==> src/rtl/acc_step_ctrl_pkg.sv <==
// acc_step_ctrl_pkg: shared FSM encoding, LEDR bit map and defaults for the accumulator step controller
package acc_step_ctrl_pkg;
  localparam int DEBOUNCE_DEFAULT = 50000;
  typedef enum logic [1:0] {
    ST_IDLE     = 2'd0,
    ST_DEBOUNCE = 2'd1,
    ST_EXEC     = 2'd2,
    ST_WAIT_REL = 2'd3
  } state_t;
  localparam int LED_ACC_LSB = 0;
  localparam int LED_CARRY   = 4;
  localparam int LED_OVF     = 5;
  localparam int LED_CNT_LSB = 6;
  function automatic logic signed_ovf(input logic a_msb, input logic b_msb, input logic s_msb);
    return (a_msb == b_msb) && (s_msb != a_msb);
  endfunction
endpackage

==> src/rtl/acc_step_ctrl_adder.sv <==
// ripple_add4: ripple-carry adder built from full-adder cells
//   a, b : operands, ci : carry in, s : sum, co : carry out
module full_add_cell (
  input  logic a,
  input  logic b,
  input  logic ci,
  output logic s,
  output logic co
);
  assign s  = a ^ b ^ ci;
  assign co = (a & b) | (ci & (a ^ b));
endmodule

module ripple_add4 #(
  parameter int N = 4
) (
  input  logic [N-1:0] a,
  input  logic [N-1:0] b,
  input  logic         ci,
  output logic [N-1:0] s,
  output logic         co
);
  logic [N:0] c;
  assign c[0] = ci;
  assign co   = c[N];
  for (genvar i = 0; i < N; i++) begin : g_fa
    full_add_cell u_fa (.a(a[i]), .b(b[i]), .ci(c[i]), .s(s[i]), .co(c[i+1]));
  end
endmodule

==> src/rtl/acc_step_ctrl_debounce.sv <==
// key_debounce: synchronizes an active-low key, qualifies a stable press, and emits a one-cycle press pulse
//   clk, rst : clock and sync active-high reset
//   key_n    : raw active-low key, asynchronous to clk
//   abort    : forces the FSM out of any press in progress (used for clear)
//   press    : one-cycle pulse in the execute cycle
//   held     : synchronized active-high key level
module key_debounce
  import acc_step_ctrl_pkg::*;
#(
  parameter int DEBOUNCE_CYCLES = DEBOUNCE_DEFAULT
) (
  input  logic clk,
  input  logic rst,
  input  logic key_n,
  input  logic abort,
  output logic press,
  output logic held
);
  localparam int CW = DEBOUNCE_CYCLES > 1 ? $clog2(DEBOUNCE_CYCLES) : 1;
  localparam logic [CW-1:0] LAST = CW'(DEBOUNCE_CYCLES - 1);
  logic [1:0] sync;
  logic [CW-1:0] cnt;
  state_t state, nxt;
  assign held = ~sync[1];
  always_ff @(posedge clk) begin
    if (rst) begin
      sync  <= 2'b11;
      state <= ST_IDLE;
      cnt   <= '0;
    end else begin
      sync  <= {sync[0], key_n};
      state <= nxt;
      cnt   <= (state == ST_DEBOUNCE && nxt == ST_DEBOUNCE) ? cnt + CW'(1) : '0;
    end
  end
  always_comb begin
    nxt = state;
    if (abort) nxt = held ? ST_WAIT_REL : ST_IDLE;
    else
      case (state)
        ST_IDLE:     nxt = held ? ST_DEBOUNCE : ST_IDLE;
        ST_DEBOUNCE: nxt = !held ? ST_IDLE : (cnt == LAST) ? ST_EXEC : ST_DEBOUNCE;
        ST_EXEC:     nxt = ST_WAIT_REL;
        default:     nxt = held ? ST_WAIT_REL : ST_IDLE;
      endcase
  end
  always_comb press = (state == ST_EXEC);
endmodule

==> src/rtl/acc_step_ctrl.sv <==
// acc_step_ctrl: debounced-key accumulator around the ripple adder, result and flags on LEDR
//   CLOCK_50 : clock, reset : sync active-high
//   SW[3:0] operand, SW[8] subtract, SW[9] add carry-in
//   KEY[0] step, KEY[1] clear (active-low, asynchronous)
//   LEDR[3:0] acc, [4] carry, [5] sticky signed overflow, [9:6] op count
module acc_step_ctrl
  import acc_step_ctrl_pkg::*;
#(
  parameter int WIDTH           = 4,
  parameter int DEBOUNCE_CYCLES = DEBOUNCE_DEFAULT
) (
  input  logic       CLOCK_50,
  input  logic       reset,
  input  logic [9:0] SW,
  input  logic [1:0] KEY,
  output logic [9:0] LEDR
);
  logic [WIDTH-1:0] acc, b_op, sum;
  logic carry, ovf, co, ci, press, clr;
  logic [3:0] cnt;
  logic [1:0] csync;
  logic sw_unused;
  assign sw_unused = ^SW[7:4];
  assign clr = ~csync[1];
  // Subtraction is acc + ~B + 1, so the adder carry-in is forced high and SW[9] ignored.
  assign b_op = SW[8] ? ~SW[WIDTH-1:0] : SW[WIDTH-1:0];
  assign ci   = SW[8] | SW[9];
  key_debounce #(.DEBOUNCE_CYCLES(DEBOUNCE_CYCLES)) u_step (
    .clk(CLOCK_50), .rst(reset), .key_n(KEY[0]), .abort(clr), .press(press), .held()
  );
  ripple_add4 #(.N(WIDTH)) u_add (.a(acc), .b(b_op), .ci(ci), .s(sum), .co(co));
  always_ff @(posedge CLOCK_50) begin
    if (reset) begin
      csync <= 2'b11;
      acc   <= '0;
      carry <= 1'b0;
      ovf   <= 1'b0;
      cnt   <= '0;
    end else begin
      csync <= {csync[0], KEY[1]};
      if (clr) begin
        acc   <= '0;
        carry <= 1'b0;
        ovf   <= 1'b0;
        cnt   <= '0;
      end else if (press) begin
        acc   <= sum;
        carry <= co;
        ovf   <= ovf | signed_ovf(acc[WIDTH-1], b_op[WIDTH-1], sum[WIDTH-1]);
        cnt   <= cnt + 4'd1;
      end
    end
  end
  assign LEDR[LED_ACC_LSB +: WIDTH] = acc;
  assign LEDR[LED_CARRY]            = carry;
  assign LEDR[LED_OVF]              = ovf;
  assign LEDR[LED_CNT_LSB +: 4]     = cnt;
endmodule

==> config.mk <==
export PLATFORM = sky130hd
export DESIGN_NAME = acc_step_ctrl
export DESIGN_NICKNAME = d
export VERILOG_FILES = /design/src/rtl/acc_step_ctrl_pkg.sv /design/src/rtl/acc_step_ctrl_adder.sv /design/src/rtl/acc_step_ctrl_debounce.sv /design/src/rtl/acc_step_ctrl.sv
export SDC_FILE = /design/constraint.sdc
export NUM_CORES = 1
export LEC_CHECK = 0
export CORE_MARGIN = 2
export CORE_UTILIZATION = 25
export DETAILED_ROUTE_END_ITERATION = 16
export DONT_BUFFER_PORTS = 1
export PLACE_DENSITY = 0.45
export REMOVE_ABC_BUFFERS = 1
export SKIP_LAST_GASP = 1
export SLEW_MARGIN = 20
export SYNTH_ARGS = -nofsm -noshare
export SYNTH_HDL_FRONTEND = slang
export SYNTH_HIERARCHICAL = 1
export SYNTH_SLANG_ARGS = --single-unit
==> constraint.sdc <==
create_clock -name CLOCK_50 -period 7.3 [get_ports CLOCK_50]
set_clock_uncertainty 0.1 [all_clocks]
set_input_delay 0.365 -clock CLOCK_50 [delete_from_list [all_inputs] [get_ports CLOCK_50]]
set_output_delay 0.365 -clock CLOCK_50 [all_outputs]
set_load 0.02 [all_outputs]
Yosys cells after proc, flatten, opt, wreduce, memory -nomap -nowiden
Cells that the tools add are included.
W data, S select, Z words.
{"block": "op_classes", "reduce_logical": 5, "addsub": 2, "bitwise": 25, "n_mux": 7, "n_eq_ne": 6}
{"op": "$add A16 B1 Y16 const B", "count": 1}
{"op": "$eq A16 B16 Y1 const B", "count": 1}
{"op": "$and A1 B1 Y1", "count": 8}
{"op": "$mux W2", "count": 4}
{"op": "$xor A1 B1 Y1", "count": 8}
{"op": "$or A1 B1 Y1", "count": 6}
{"op": "$pmux W2 S3", "count": 1}
{"op": "$add A4 B1 Y4 const B", "count": 1}
{"op": "$eq A2 B1 Y1 const B", "count": 2}
{"op": "$mux W4", "count": 1}
{"op": "$not A4 Y4", "count": 1}
{"op": "$reduce_or A2 Y1", "count": 2}
{"op": "$eq A2 B2 Y1 const B", "count": 1}
{"op": "$logic_and A1 B1 Y1", "count": 2}
{"op": "$logic_not A2 Y1", "count": 1}
{"op": "$not A1 Y1", "count": 2}
{"op": "$eq A1 B1 Y1", "count": 1}
{"op": "$mux W1", "count": 1}
{"op": "$ne A1 B1 Y1", "count": 1}
{"block": "word_totals", "register_bits": 32, "in_bits": 14, "output_inout_bits": 10, "wordCells": 53}

Longest topological paths before layout
Gate-level depths: netlist of run 1.
{"block": "logic_depth", "word_depth": 13, "mapped_depth": 9, "ltp_nobuf": 8}

Cells and area by module
The synthesis of run 1 kept the hierarchy.
{"mod": "key_debounce", "area_per_inst_um2": 895.9, "seq_area_each_um2": 400.4, "cells_per_inst": 95, "instances": 1}
{"mod": "acc_step_ctrl", "area_per_inst_um2": 524.3, "seq_area_each_um2": 240.2, "cells_per_inst": 52, "instances": 1}
{"mod": "full_add_cell", "area_per_inst_um2": 20.0, "seq_area_each_um2": 0.0, "cells_per_inst": 1, "instances": 4}

Worst setup path before layout of run 1
No wires, ideal clock.
{"block": "synth_timing", "kind": "input to register", "startpoint": "input port SW[8]", "endpoint": "register ovf", "setup_time_ps": 74, "setup_slack_ps": 4048, "t_arrival_ps": 3078, "path_buffers": 1, "cell_stages": 9, "t_required_ps": 7126, "cell_sequence": "buf_6 > or2_2 > fa_1 > fa_1 > fa_1 > fa_1 > inv_1 > or4b_1 > a31oi_1"}
{"block": "synth_via", "elab_cells_between_ends": 20, "cone_classes": "2 x eq/ne; 1 x mux; 16 x bitwise; 1 x reduce/logical"}
{"element": "start, declared", "line_no": "acc_step_ctrl.sv:14", "text": "input logic [9:0] SW,"}
{"element": "$or A1 B1 Y1", "line_no": "acc_step_ctrl.sv:27", "text": "assign ci = SW[8] | SW[9];"}
{"element": "named net ci", "line_no": "acc_step_ctrl.sv:19", "text": "logic carry, ovf, co, ci, press, clr;"}
{"element": "$and A1 B1 Y1", "line_no": "acc_step_ctrl_adder.sv:11", "text": "assign co = (a & b) | (ci & (a ^ b));"}
{"element": "$or A1 B1 Y1", "line_no": "acc_step_ctrl_adder.sv:11"}
{"element": "named net u_add.c[1]", "line_no": "acc_step_ctrl_adder.sv:23", "text": "logic [N:0] c;"}
{"element": "$and A1 B1 Y1", "line_no": "acc_step_ctrl_adder.sv:11"}
{"element": "$or A1 B1 Y1", "line_no": "acc_step_ctrl_adder.sv:11"}
{"element": "named net u_add.c[2]", "line_no": "acc_step_ctrl_adder.sv:23"}
{"element": "$and A1 B1 Y1", "line_no": "acc_step_ctrl_adder.sv:11"}
{"element": "$or A1 B1 Y1", "line_no": "acc_step_ctrl_adder.sv:11"}
{"element": "named net u_add.c[3]", "line_no": "acc_step_ctrl_adder.sv:23"}
{"element": "$xor A1 B1 Y1", "line_no": "acc_step_ctrl_adder.sv:10", "text": "assign s = a ^ b ^ ci;"}
{"element": "named net sum[3]", "line_no": "acc_step_ctrl.sv:18", "text": "logic [WIDTH-1:0] acc, b_op, sum;"}
{"element": "$ne A1 B1 Y1", "line_no": "acc_step_ctrl_pkg.sv:15", "text": "return (a_msb == b_msb) && (s_msb != a_msb);"}
{"element": "$logic_and A1 B1 Y1", "line_no": "acc_step_ctrl_pkg.sv:15"}
{"element": "$or A1 B1 Y1", "line_no": "acc_step_ctrl.sv:49", "text": "ovf <= ovf | signed_ovf(acc[WIDTH-1], b_op[WIDTH-1], sum[WIDTH-1]);"}
{"element": "end signal, assigned", "line_no": "acc_step_ctrl.sv:49"}
{"element": "end, declared", "line_no": "acc_step_ctrl.sv:19"}
The timed path passes the listed nets, and every way through them passes these cells.
A chain may end at the register's enable or synchronous reset.

Final worst setup path of run 1
{"block": "layout_timing", "startpoint": "register acc[0]", "endpoint": "register ovf"}
{"block": "layout_via", "elab_chain_len": 11, "elab_cells_between_ends": 12, "cone_classes": "1 x eq/ne; 10 x bitwise; 1 x reduce/logical"}
{"element": "start, declared", "line_no": "acc_step_ctrl.sv:18"}
{"element": "start signal, assigned", "line_no": "acc_step_ctrl.sv:47", "text": "acc <= sum;"}
{"element": "$xor A1 B1 Y1", "line_no": "acc_step_ctrl_adder.sv:11"}
{"element": "$and A1 B1 Y1", "line_no": "acc_step_ctrl_adder.sv:11"}
{"element": "$or A1 B1 Y1 (*)", "line_no": "acc_step_ctrl_adder.sv:11"}
{"element": "named net u_add.c[1]", "line_no": "acc_step_ctrl_adder.sv:23"}
{"element": "$and A1 B1 Y1 (*)", "line_no": "acc_step_ctrl_adder.sv:11"}
{"element": "$or A1 B1 Y1 (*)", "line_no": "acc_step_ctrl_adder.sv:11"}
{"element": "named net u_add.c[2]", "line_no": "acc_step_ctrl_adder.sv:23"}
{"element": "$and A1 B1 Y1 (*)", "line_no": "acc_step_ctrl_adder.sv:11"}
{"element": "$or A1 B1 Y1 (*)", "line_no": "acc_step_ctrl_adder.sv:11"}
{"element": "named net u_add.c[3]", "line_no": "acc_step_ctrl_adder.sv:23"}
{"element": "$xor A1 B1 Y1 (*)", "line_no": "acc_step_ctrl_adder.sv:10"}
{"element": "named net sum[3]", "line_no": "acc_step_ctrl.sv:18"}
{"element": "$ne A1 B1 Y1 (*)", "line_no": "acc_step_ctrl_pkg.sv:15"}
{"element": "$logic_and A1 B1 Y1 (*)", "line_no": "acc_step_ctrl_pkg.sv:15"}
{"element": "$or A1 B1 Y1 (*)", "line_no": "acc_step_ctrl.sv:49"}
Mark *: on every way through the listed nets, which the timed path passes. The rest lies on a longest branch.

==> results by group, run 1 <==
Run status
  • Status: finished clean

STA
  • RSZ-0062 raised after global routing: false
  • Final min period: 3.04 ns
  • Final cycle utilization of the critical path: 41.7%
  • Setup TNS: 0 ns
  • Fin. max-slew vios: 0
  • Fmax achieved: 328 MHz
  • Slew margin rel.: 37.8%
  • Final hold vios: 0
  • Final setup fails: 0
  • Worst-Margin Slew: 0.926 ns
  • Hold slack: 0.0797 ns

Logic synthesis
  • Yosys warns: 6
  • Cells after Synth: 150
  • Synthesized cell area: 1500 um^2
  • Average instance area after synthesis: 9.98 um^2

CTS
  • Reg clk slew, reported paths: 0.07 ns
  • CTS tree: built
  • CTS Buf Count: 5
  • Clk_lat worst skew: 0.28 ns
  • Root Driver: clkbuf_8
  • Post-CTS Hold Buffers: 0
  • H-tree depth: 2
  • Quantity of gates resized following cts: 0
  • Clock Tree Buf Depth: 2
  • Setup bufs post-CTS: 0
  • Clock Sink Count: 32

Global routing
  • Initial antenna violation count: 0
  • Vias in the first global route: 1,029
  • Pin count of the biggest net entering global routing: 19
  • First-pass GRT wire length: 4.51 mm
  • Overall Global Routing Usage: 9.06%
  • GRT overflow: 0

Routing
  • Highest metal used: met4
  • DRC errors left: 0
  • Met3 WL: 87 um
  • DR pass1 iterations: 4
  • Vias: 988
  • Met1 WL: 1.19 mm
  • Vias per cell: 4.39
  • Initial drt markers: 19
  • WL per Instance: 11.5 um
  • DR WL met2: 1.26 mm
  • Wirelength, routed: 2.59 mm
  • ANT nets after route: 0

Worst setup path
  • Worst EP arrival: 3.16 ns
  • Worst path slowest cell: fa_1
  • R2r worst-path depth: 7
  • Crit path required time: 7.41 ns
  • CP max FO: 3
  • Crit. End Element: flip-flop
  • Crit Reg-Reg Endpoint: ovf
  • Critical-path cell list: fa_1, fa_1, fa_1, fa_1, inv_1, or4b_1, a31oi_1
  • CP most frequent cell: fa_1
  • Reg2reg setup slack: 4.26 ns
  • CP startpoint kind: flip-flop
  • R2R Path Start: acc[0]
  • Max incr delay on CP: 0.53 ns
  • Kind of critical path: flip-flop to flip-flop

Final layout
  • Non-filler cells, final: 225
  • Final #Nets: 169
  • Most common cell after layout, fill and taps aside: dfxtp_1
  • Commonest non-fill, non-tap cells in the layout: dfxtp_1, nor3_1, nor2_1
  • Diodes inserted: 0
  • # fillers: 623
  • Layout cells sized above 1: 14.0%
  • Cell area after layout: 1620 um^2
  • Area delta synth->final: 8.36%

Job
  • Max cap viols: 0

Hold path
  • Cell depth of the worst hold path: 1
  • Hold Startpoint: KEY[1]
  • Hold Crit Class: input pin to flip-flop
  • End of the worst hold path: csync[0]

Placement
  • Cell total after placement: 217
  • Port Buf Inserts: 0
  • Global placer's final weighted congestion: 0.765
  • HPWL after detailed placement: 1.89 mm
  • Dpl cell area: 1530 um^2

Power
  • Seq pwr share: 54.3%
  • Pleak: 0.000485 uW
  • Psw: 76.9 uW
  • P_int: 249 uW
  • Gate power share: 3.6%
  • Pwr Density: 201 nW/um^2
  • Maximum VDD drop: 0.000109 V
  • Switching share of power: 23.6%
  • Clk pwr share: 42.1%

Floorplanning
  • Die Width: 81.4 um
  • Die area: 6620 um^2
  • I/O pin cnt: 24
  • Core box area: 5850 um^2
  • Height of the die: 81.4 um
  • Initial Util: 25.6%
  • FP Rows: 28
power groups by stage:
stage          logic, uW  registers (uW)  clock network (uW)
2_1_floorplan       9.44             181                   0
5_1_grt             13.9             177                 153
4_1_cts             11.8             177                 144
3_5_place_dp        11.8             181                   0
6_report            11.6             177                 137
3_3_place_gp        11.1             181                   0
worst max path at each step:
| stage | startpoint | to | slack, ns | cells past startpoint |
|---|---|---|---|---|
| CTS | acc[0] | ovf | 4.24 | 7 |
| floorplan | SW[8] | ovf | 4.16 | 8 |
| detailed placement | SW[8] | ovf | 4.08 | 8 |
| global placement | SW[8] | ovf | 4.10 | 8 |
| global route | acc[0] | ovf | 4.14 | 7 |
| finish | acc[0] | ovf | 4.26 | 7 |
metal layers:
layer / vias up / track usage [%]
met2: 11 / 14.6
met4: 0 / 5.59
met5: - / 0
li1: 509 / -
met3: 2 / 2.89
met1: 466 / 10.4
area by class of cell:
class | instances | area, um^2 | area share [%]
multi-input combinational | 103 | 768 | 47.4
sequential | 32 | 641 | 39.5
tap | 75 | 93.8 | 5.79
clock buffer | 5 | 68.8 | 4.24
inverter | 7 | 26.3 | 1.62
clock inverter | 3 | 23.8 | 1.47
metrics by stage:
step / power, uW / worst slack (ns) / util, %
after global placement: 192 / 4.10 / 26.1
after detailed placement: 193 / 4.08 / 26.1
after global routing: 343 / 4.14 / 27.7
final: 325 / 4.26 / 27.7
after CTS: 333 / 4.24 / 27.7
after floorplan: 190 / 4.16 / -
state kept, by name (all words and copies together), names as in the netlist:
register and cells:
u_step/cnt 16, csync 2, u_step/sync 2, acc 4, ovf 1, u_step/state 2
carry 1, cnt 4
critical path, delay by kind of cell, from the launching register on:
| family | cells | cell delay (ns) |
|---|---|---|
| AND/OR/NAND/NOR | 1 | 0.49 |
| buffers and inverters | 1 | 0.06 |
| adder cells (fa/ha/maj) | 4 | 1.77 |
| AO/OA/AOI/OAI | 1 | 0.16 |
| flip-flops | 1 | 0.41 |
Note: power is estimated with default switching activity, not from simulation.
==> run 2: changes to the inputs <==
==> constraint.sdc (replaced) <==
create_clock -name CLOCK_50 -period 3 [get_ports CLOCK_50]
set_clock_uncertainty 0.1 [all_clocks]
set_input_delay 0.15 -clock CLOCK_50 [delete_from_list [all_inputs] [get_ports CLOCK_50]]
set_output_delay 0.15 -clock CLOCK_50 [all_outputs]
set_load 0.02 [all_outputs]
==> run 2 against run 1 <==
  * Sequential power is 140% higher
  * Setup slack worse by 4.1 ns
  * Global-route usage grew 0.095 points
  * Clock power rose to 2.9 times the previous value
==> results by group, run 2 (synthesis gave the netlist of run 1 again) <==
Run status
  • Status: finished clean

CTS
  • H-tree depth: 2
  • CTS Buf Count: 5
  • Clk_lat worst skew: 0.28 ns
  • Root Driver: clkbuf_8
  • Reg clk slew, reported paths: 0.07 ns
  • Clock Sink Count: 32
  • Clock Tree Buf Depth: 2
  • CTS tree: built

Job
  • Max cap viols: 0

Final layout
  • Area delta synth->final: 14.2%
  • Diodes inserted: 0
  • Max reg flops: 16
  • Layout cells sized above 1: 15.8%
  • # fillers: 620
  • Non-filler cells, final: 233
  • Most common cell after layout, fill and taps aside: dfxtp_1
  • Registers with the most flip-flops: u_step/cnt: 16 flops, acc: 4 flops, cnt: 4 flops
  • Cell area after layout: 1710 um^2
  • Final #Nets: 177
  • Commonest non-fill, non-tap cells in the layout: dfxtp_1, nor3_1, nor2_1
  • Top reg by flops: u_step/cnt

Floorplanning
  • Initial Util: 25.6%
  • FP Rows: 28
  • I/O pin cnt: 24
  • Die Width: 81.4 um
  • Height of the die: 81.4 um
  • Die area: 6620 um^2
  • Core box area: 5850 um^2

STA
  • Worst-Margin Slew: 0.587 ns
  • RSZ-0062 raised after global routing: false
  • Final hold vios: 0
  • Final worst slack: 0.131 ns
  • Fin. max-slew vios: 0
  • Final setup fails: 0
  • Hold slack: 0.0714 ns
  • Slew margin rel.: 60.9%
  • Fmax achieved: 349 MHz
  • Final cycle utilization of the critical path: 95.6%
  • Final min period: 2.87 ns

Placement
  • Cell total after placement: 220
  • Global placer's final weighted congestion: 0.747
  • Port Buf Inserts: 0
  • HPWL after detailed placement: 1.96 mm
  • Dpl cell area: 1550 um^2
  • Dpl ws: -0.0482 ns

Power
  • Maximum VDD drop: 0.000249 V
  • Pleak: 0.000534 uW
  • Pwr Density: 508 nW/um^2

Routing
  • ANT nets after route: 0
  • Vias per cell: 4.49
  • Vias: 1,046
  • WL per Instance: 11.6 um
  • DR pass1 iterations: 4
  • DRC errors left: 0
  • Initial drt markers: 27
  • Wirelength, routed: 2.71 mm

Global routing
  • Pin count of the biggest net entering global routing: 17
  • Overall Global Routing Usage: 9.15%
  • First-pass GRT wire length: 4.60 mm
  • Initial antenna violation count: 0
  • GRT overflow: 0
  • Vias in the first global route: 1,078

Worst setup path
  • Crit. End Element: flip-flop
  • Crit path required time: 3.11 ns
  • Max incr delay on CP: 0.53 ns
  • Kind of critical path: flip-flop to flip-flop
  • Worst EP arrival: 2.98 ns
  • Worst path slowest cell: fa_1
  • Critical-path cell list: fa_1, fa_2, fa_2, fa_1, inv_1, or4b_1, a31oi_1
  • CP max FO: 2
  • CP startpoint kind: flip-flop

Hold path
  • Hold Crit Class: input pin to flip-flop
-- run 2: cell types whose count changed in the layout (fill, tap and decap cells not counted), moves of 2 or more --
cell,change
buf_4,+4
clkinvlp_4,-2
dlygate4sd3_1,+4
fa_1,-2
fa_2,+2
-- run 2: what timing repair did --
item,CTS,global route
setup buffers,0,1
hold buffers,4,0
endpoints found under the setup margin,0,1
endpoints found under the hold margin,6,0
gates resized for setup,0,2
-- run 2: critical path: cells and delay by family (launching register included) --
kind	cells	cell delay, ns
adders and majority gates	4	1.67
and+or+nand+nor	1	0.51
DFF	1	0.33
AOI/OAI and AO/OA	1	0.13
buffers and inverters	1	0.06
-- run 2: path summary, 6_finish.rpt --
path	slack (ns)	from	cells past startpoint	to
setup / recovery	0.13	acc[0]	7	ovf
hold / removal	0.07	SW[3]	3	ovf
setup reg to reg	0.13	acc[0]	7	ovf
hold reg to reg	0.32	u_step/sync[0]	1	u_step/sync[1]
-- run 2: per-layer routing --
metal	up-vias	global-route usage [%]	routed length (um)
li1	528	-	-
met1	496	10.5	1200
met2	20	14.9	1360
met3	2	2.56	106
met4	0	5.76	34
met5	-	0	0
-- run 2: power by group --
group	leakage, uW	switching, uW	internal [uW]
Combinational	0.000220	17.4	19.8
Clock	0.0000552	155	246
Sequential	0.000259	1.95	428
Total	0.000534	174	694
-- run 2: layout make-up --
type	count	area (um^2)	share of cell area, %
repair buffers	8	70.1	4.10
well taps	75	93.8	5.49
clock inverters	2	35.0	2.05
flip-flops and latches	32	641	37.5
clock buffers	6	72.6	4.25
inverters	7	26.3	1.54
multi-input cells	103	771	45.1
-- run 2: per-stage QoR --
step	utilization, %	setup TNS (ns)	power (uW)
finish	29.2	0	868
global route	29.2	0	908
floorplan	-	0	462
detailed placement	26.5	-0.0482	469
global placement	26.5	0	467
CTS	29.0	0	880
==> run 3: changes to the inputs <==
--- a/config.mk
+++ b/config.mk
@@ -6,14 +6,13 @@
 export NUM_CORES = 1
 export LEC_CHECK = 0
 export CORE_MARGIN = 2
-export CORE_UTILIZATION = 25
+export CORE_UTILIZATION = 40
 export DETAILED_ROUTE_END_ITERATION = 16
 export DONT_BUFFER_PORTS = 1
-export PLACE_DENSITY = 0.45
+export PLACE_DENSITY = 0.61
 export REMOVE_ABC_BUFFERS = 1
 export SKIP_LAST_GASP = 1
 export SLEW_MARGIN = 20
 export SYNTH_ARGS = -nofsm -noshare
 export SYNTH_HDL_FRONTEND = slang
-export SYNTH_HIERARCHICAL = 1
 export SYNTH_SLANG_ARGS = --single-unit
==> run 3 against run 2 <==
  * First-iteration DRC count grew 26%
  * Sequential power grew 3%
  * Synthesized cell count grew 8.0%
  * Fmax grew 15%
  * Cell area shrank 5.2%
  * Setup slack gained 0.37 ns
  * Register-to-register slack gained 0.37 ns
  * Critical endpoint is now ovf
==> results by group, run 3 <==
Logic synthesis
  • Seq cells post-synth: 32
  • Top cells by area, synth: dfxtp_1, xnor2_1, nor2_1
  • Yosys warns: 0
  • Main synth FF type: dfxtp_1
  • Ys async rst share: 0%
  • Synth unique cells: 31
  • Sequential area share after synthesis: 42.7%
  • Cell with the most instances after synthesis: dfxtp_1
  • Average instance area after synthesis: 9.27 um^2
  • Top cell type's share of synthesized area: 42.7%
  • Commonest cells post-synth: dfxtp_1, nor2_1, nand2_1, xnor2_1
  • Number of enable flip-flop cells after synthesis: 0
  • Cells after Synth: 162
  • Synthesized cell area: 1500 um^2
  • Largest area contributor in the netlist: dfxtp_1

CTS
  • Quantity of gates resized following cts: 0
  • Clock Sink Count: 32
  • Setup bufs post-CTS: 0
  • Reg clk slew, reported paths: 0.07 ns
  • CTS Buf Count: 5
  • CTS tree: built
  • Clock Tree Buf Depth: 2
  • H-tree depth: 2
  • Clk_lat worst skew: 0.28 ns
  • Root Driver: clkbuf_8
  • Post-CTS Hold Buffers: 3

Routing
  • Vias: 1,066
  • Initial drt markers: 34
  • ANT nets after route: 0
  • DRC errors left: 0
  • Vias per cell: 5.05
  • Wirelength, routed: 2.52 mm
  • DR pass1 iterations: 4
  • WL per Instance: 11.9 um

Worst setup path
  • Cell family with the largest share of critical-path delay: adder cells
  • Kind of critical path: flip-flop to flip-flop
  • CP max FO: 2
  • Reg2reg setup slack: 0.50 ns
  • Critical-path cell list: inv_1, fa_1, fa_1, inv_1, fa_1, fa_1, xnor2_1, nor3_1, nor2_1, nor2_1
  • CP startpoint kind: flip-flop
  • Worst EP arrival: 2.56 ns
  • CP most frequent cell: fa_1
  • Max incr delay on CP: 0.45 ns
  • Crit path required time: 3.06 ns
  • R2R Path Start: acc[0]
  • Crit Reg-Reg Endpoint: ovf
  • Buf/Inv on CP: 2
  • Worst path slowest cell: fa_1
  • R2r worst-path depth: 10
  • Crit. End Element: flip-flop

Floorplanning
  • Height of the die: 65.3 um
  • Die Width: 65.3 um
  • I/O pin cnt: 24
  • Initial Util: 41.3%
  • FP Rows: 22
  • Die area: 4260 um^2
  • Core box area: 3630 um^2

Global routing
  • Pin count of the biggest net entering global routing: 17
  • Initial antenna violation count: 0
  • First-pass GRT wire length: 4.37 mm
  • Vias in the first global route: 1,022
  • GRT overflow: 0
  • Overall Global Routing Usage: 13.8%

STA
  • Slew margin rel.: 52.3%
  • Fin. max-slew vios: 0
  • Worst-Margin Slew: 0.714 ns
  • Setup TNS: 0 ns
  • RSZ-0062 raised after global routing: false
  • Final cycle utilization of the critical path: 83.3%
  • Final hold vios: 0
  • Final min period: 2.50 ns
  • Final worst slack: 0.502 ns
  • Final setup fails: 0
  • Fmax achieved: 400 MHz

Final layout
  • Final #Nets: 183
  • Most common cell after layout, fill and taps aside: dfxtp_1
  • Max reg flops: 16
  • Layout cells sized above 1: 11.0%
  • Area delta synth->final: 7.92%
  • Finished Core Util: 44.6%
  • Diodes inserted: 0
  • Registers with the most flip-flops: u_step.cnt: 16 flops, acc: 4 flops, cnt: 4 flops
  • Top reg by flops: u_step.cnt
  • Commonest non-fill, non-tap cells in the layout: dfxtp_1, nor2_1, xnor2_1, nand2_1
  • # fillers: 371

Power
  • Tot Pwr: 832 uW
  • Maximum VDD drop: 0.000342 V
  • Pwr Density: 514 nW/um^2
  • Pleak: 0.000523 uW

Placement
  • HPWL after detailed placement: 1.85 mm
  • Global placer's final weighted congestion: 0.725
  • Port Buf Inserts: 0
  • Dpl ws: 0.466 ns

Hold path
  • Hold Crit Class: input pin to flip-flop
  • End of the worst hold path: acc[1]
  • Cell depth of the worst hold path: 3
  • Hold Startpoint: SW[1]

Run status
  • Status: finished clean

Job
  • Max cap viols: 0
[run 3: layer usage]
metal | vias to the layer above | part of all wire, % | track usage, %
met4 | 0 | 1.1 | 6.25
li1 | 534 | - | -
met5 | - | 0 | 0
met1 | 505 | 45 | 15.0
met3 | 3 | 5.3 | 7.19
met2 | 24 | 48 | 22.2
[run 3: cells by family after synthesis]
family | share of synthesized area (%)
AND/OR/NAND/NOR | 23.9
buffers and inverters | 6.00
AO/OA/AOI/OAI | 7.33
adder cells (fa/ha/maj) | 7.83
flip-flops | 42.7
XOR/XNOR | 12.3
[run 3: worst max path at each step]
stage,startpoint,endpoint,slack (ns),cells after the start
6_report,acc[0],ovf,0.50,10
5_1_grt,acc[0],ovf,0.29,10
4_1_cts,acc[0],ovf,0.47,10
3_5_place_dp,acc[0],ovf,0.47,10
3_3_place_gp,acc[0],ovf,0.51,10
2_1_floorplan,acc[0],ovf,0.43,10
[run 3: area by class of cell]
type | count | area, um^2 | area share (%)
clock inverter | 2 | 10.0 | 0.618
inverter | 5 | 18.8 | 1.16
clock buffer | 6 | 82.6 | 5.10
sequential | 32 | 641 | 39.5
tap | 48 | 60.1 | 3.71
timing repair buffer | 4 | 37.5 | 2.32
multi-input combinational | 114 | 771 | 47.6
[run 3: per-stage QoR]
stage	hold slack, ns	instance area (um^2)	instances
2_1_floorplan	0.116	1430	151
6_report	0.161	1620	211
3_5_place_dp	0.119	1500	200
5_1_grt	0.159	1620	211
3_3_place_gp	0.118	1500	200
4_1_cts	0.154	1620	211
[run 3: worst min-delay path, delay by kind of cell]
kind	cells	cell delay (ns)
adders and majority gates	1	0.17
xor gates and xnor gates	1	0.12
AOI/OAI and AO/OA	1	0.06
[run 3: power breakdown]
group,internal (uW),switching (uW)
clock,183,152
combinational,26.9,27.4
sequential,433,10.6
total,642,190
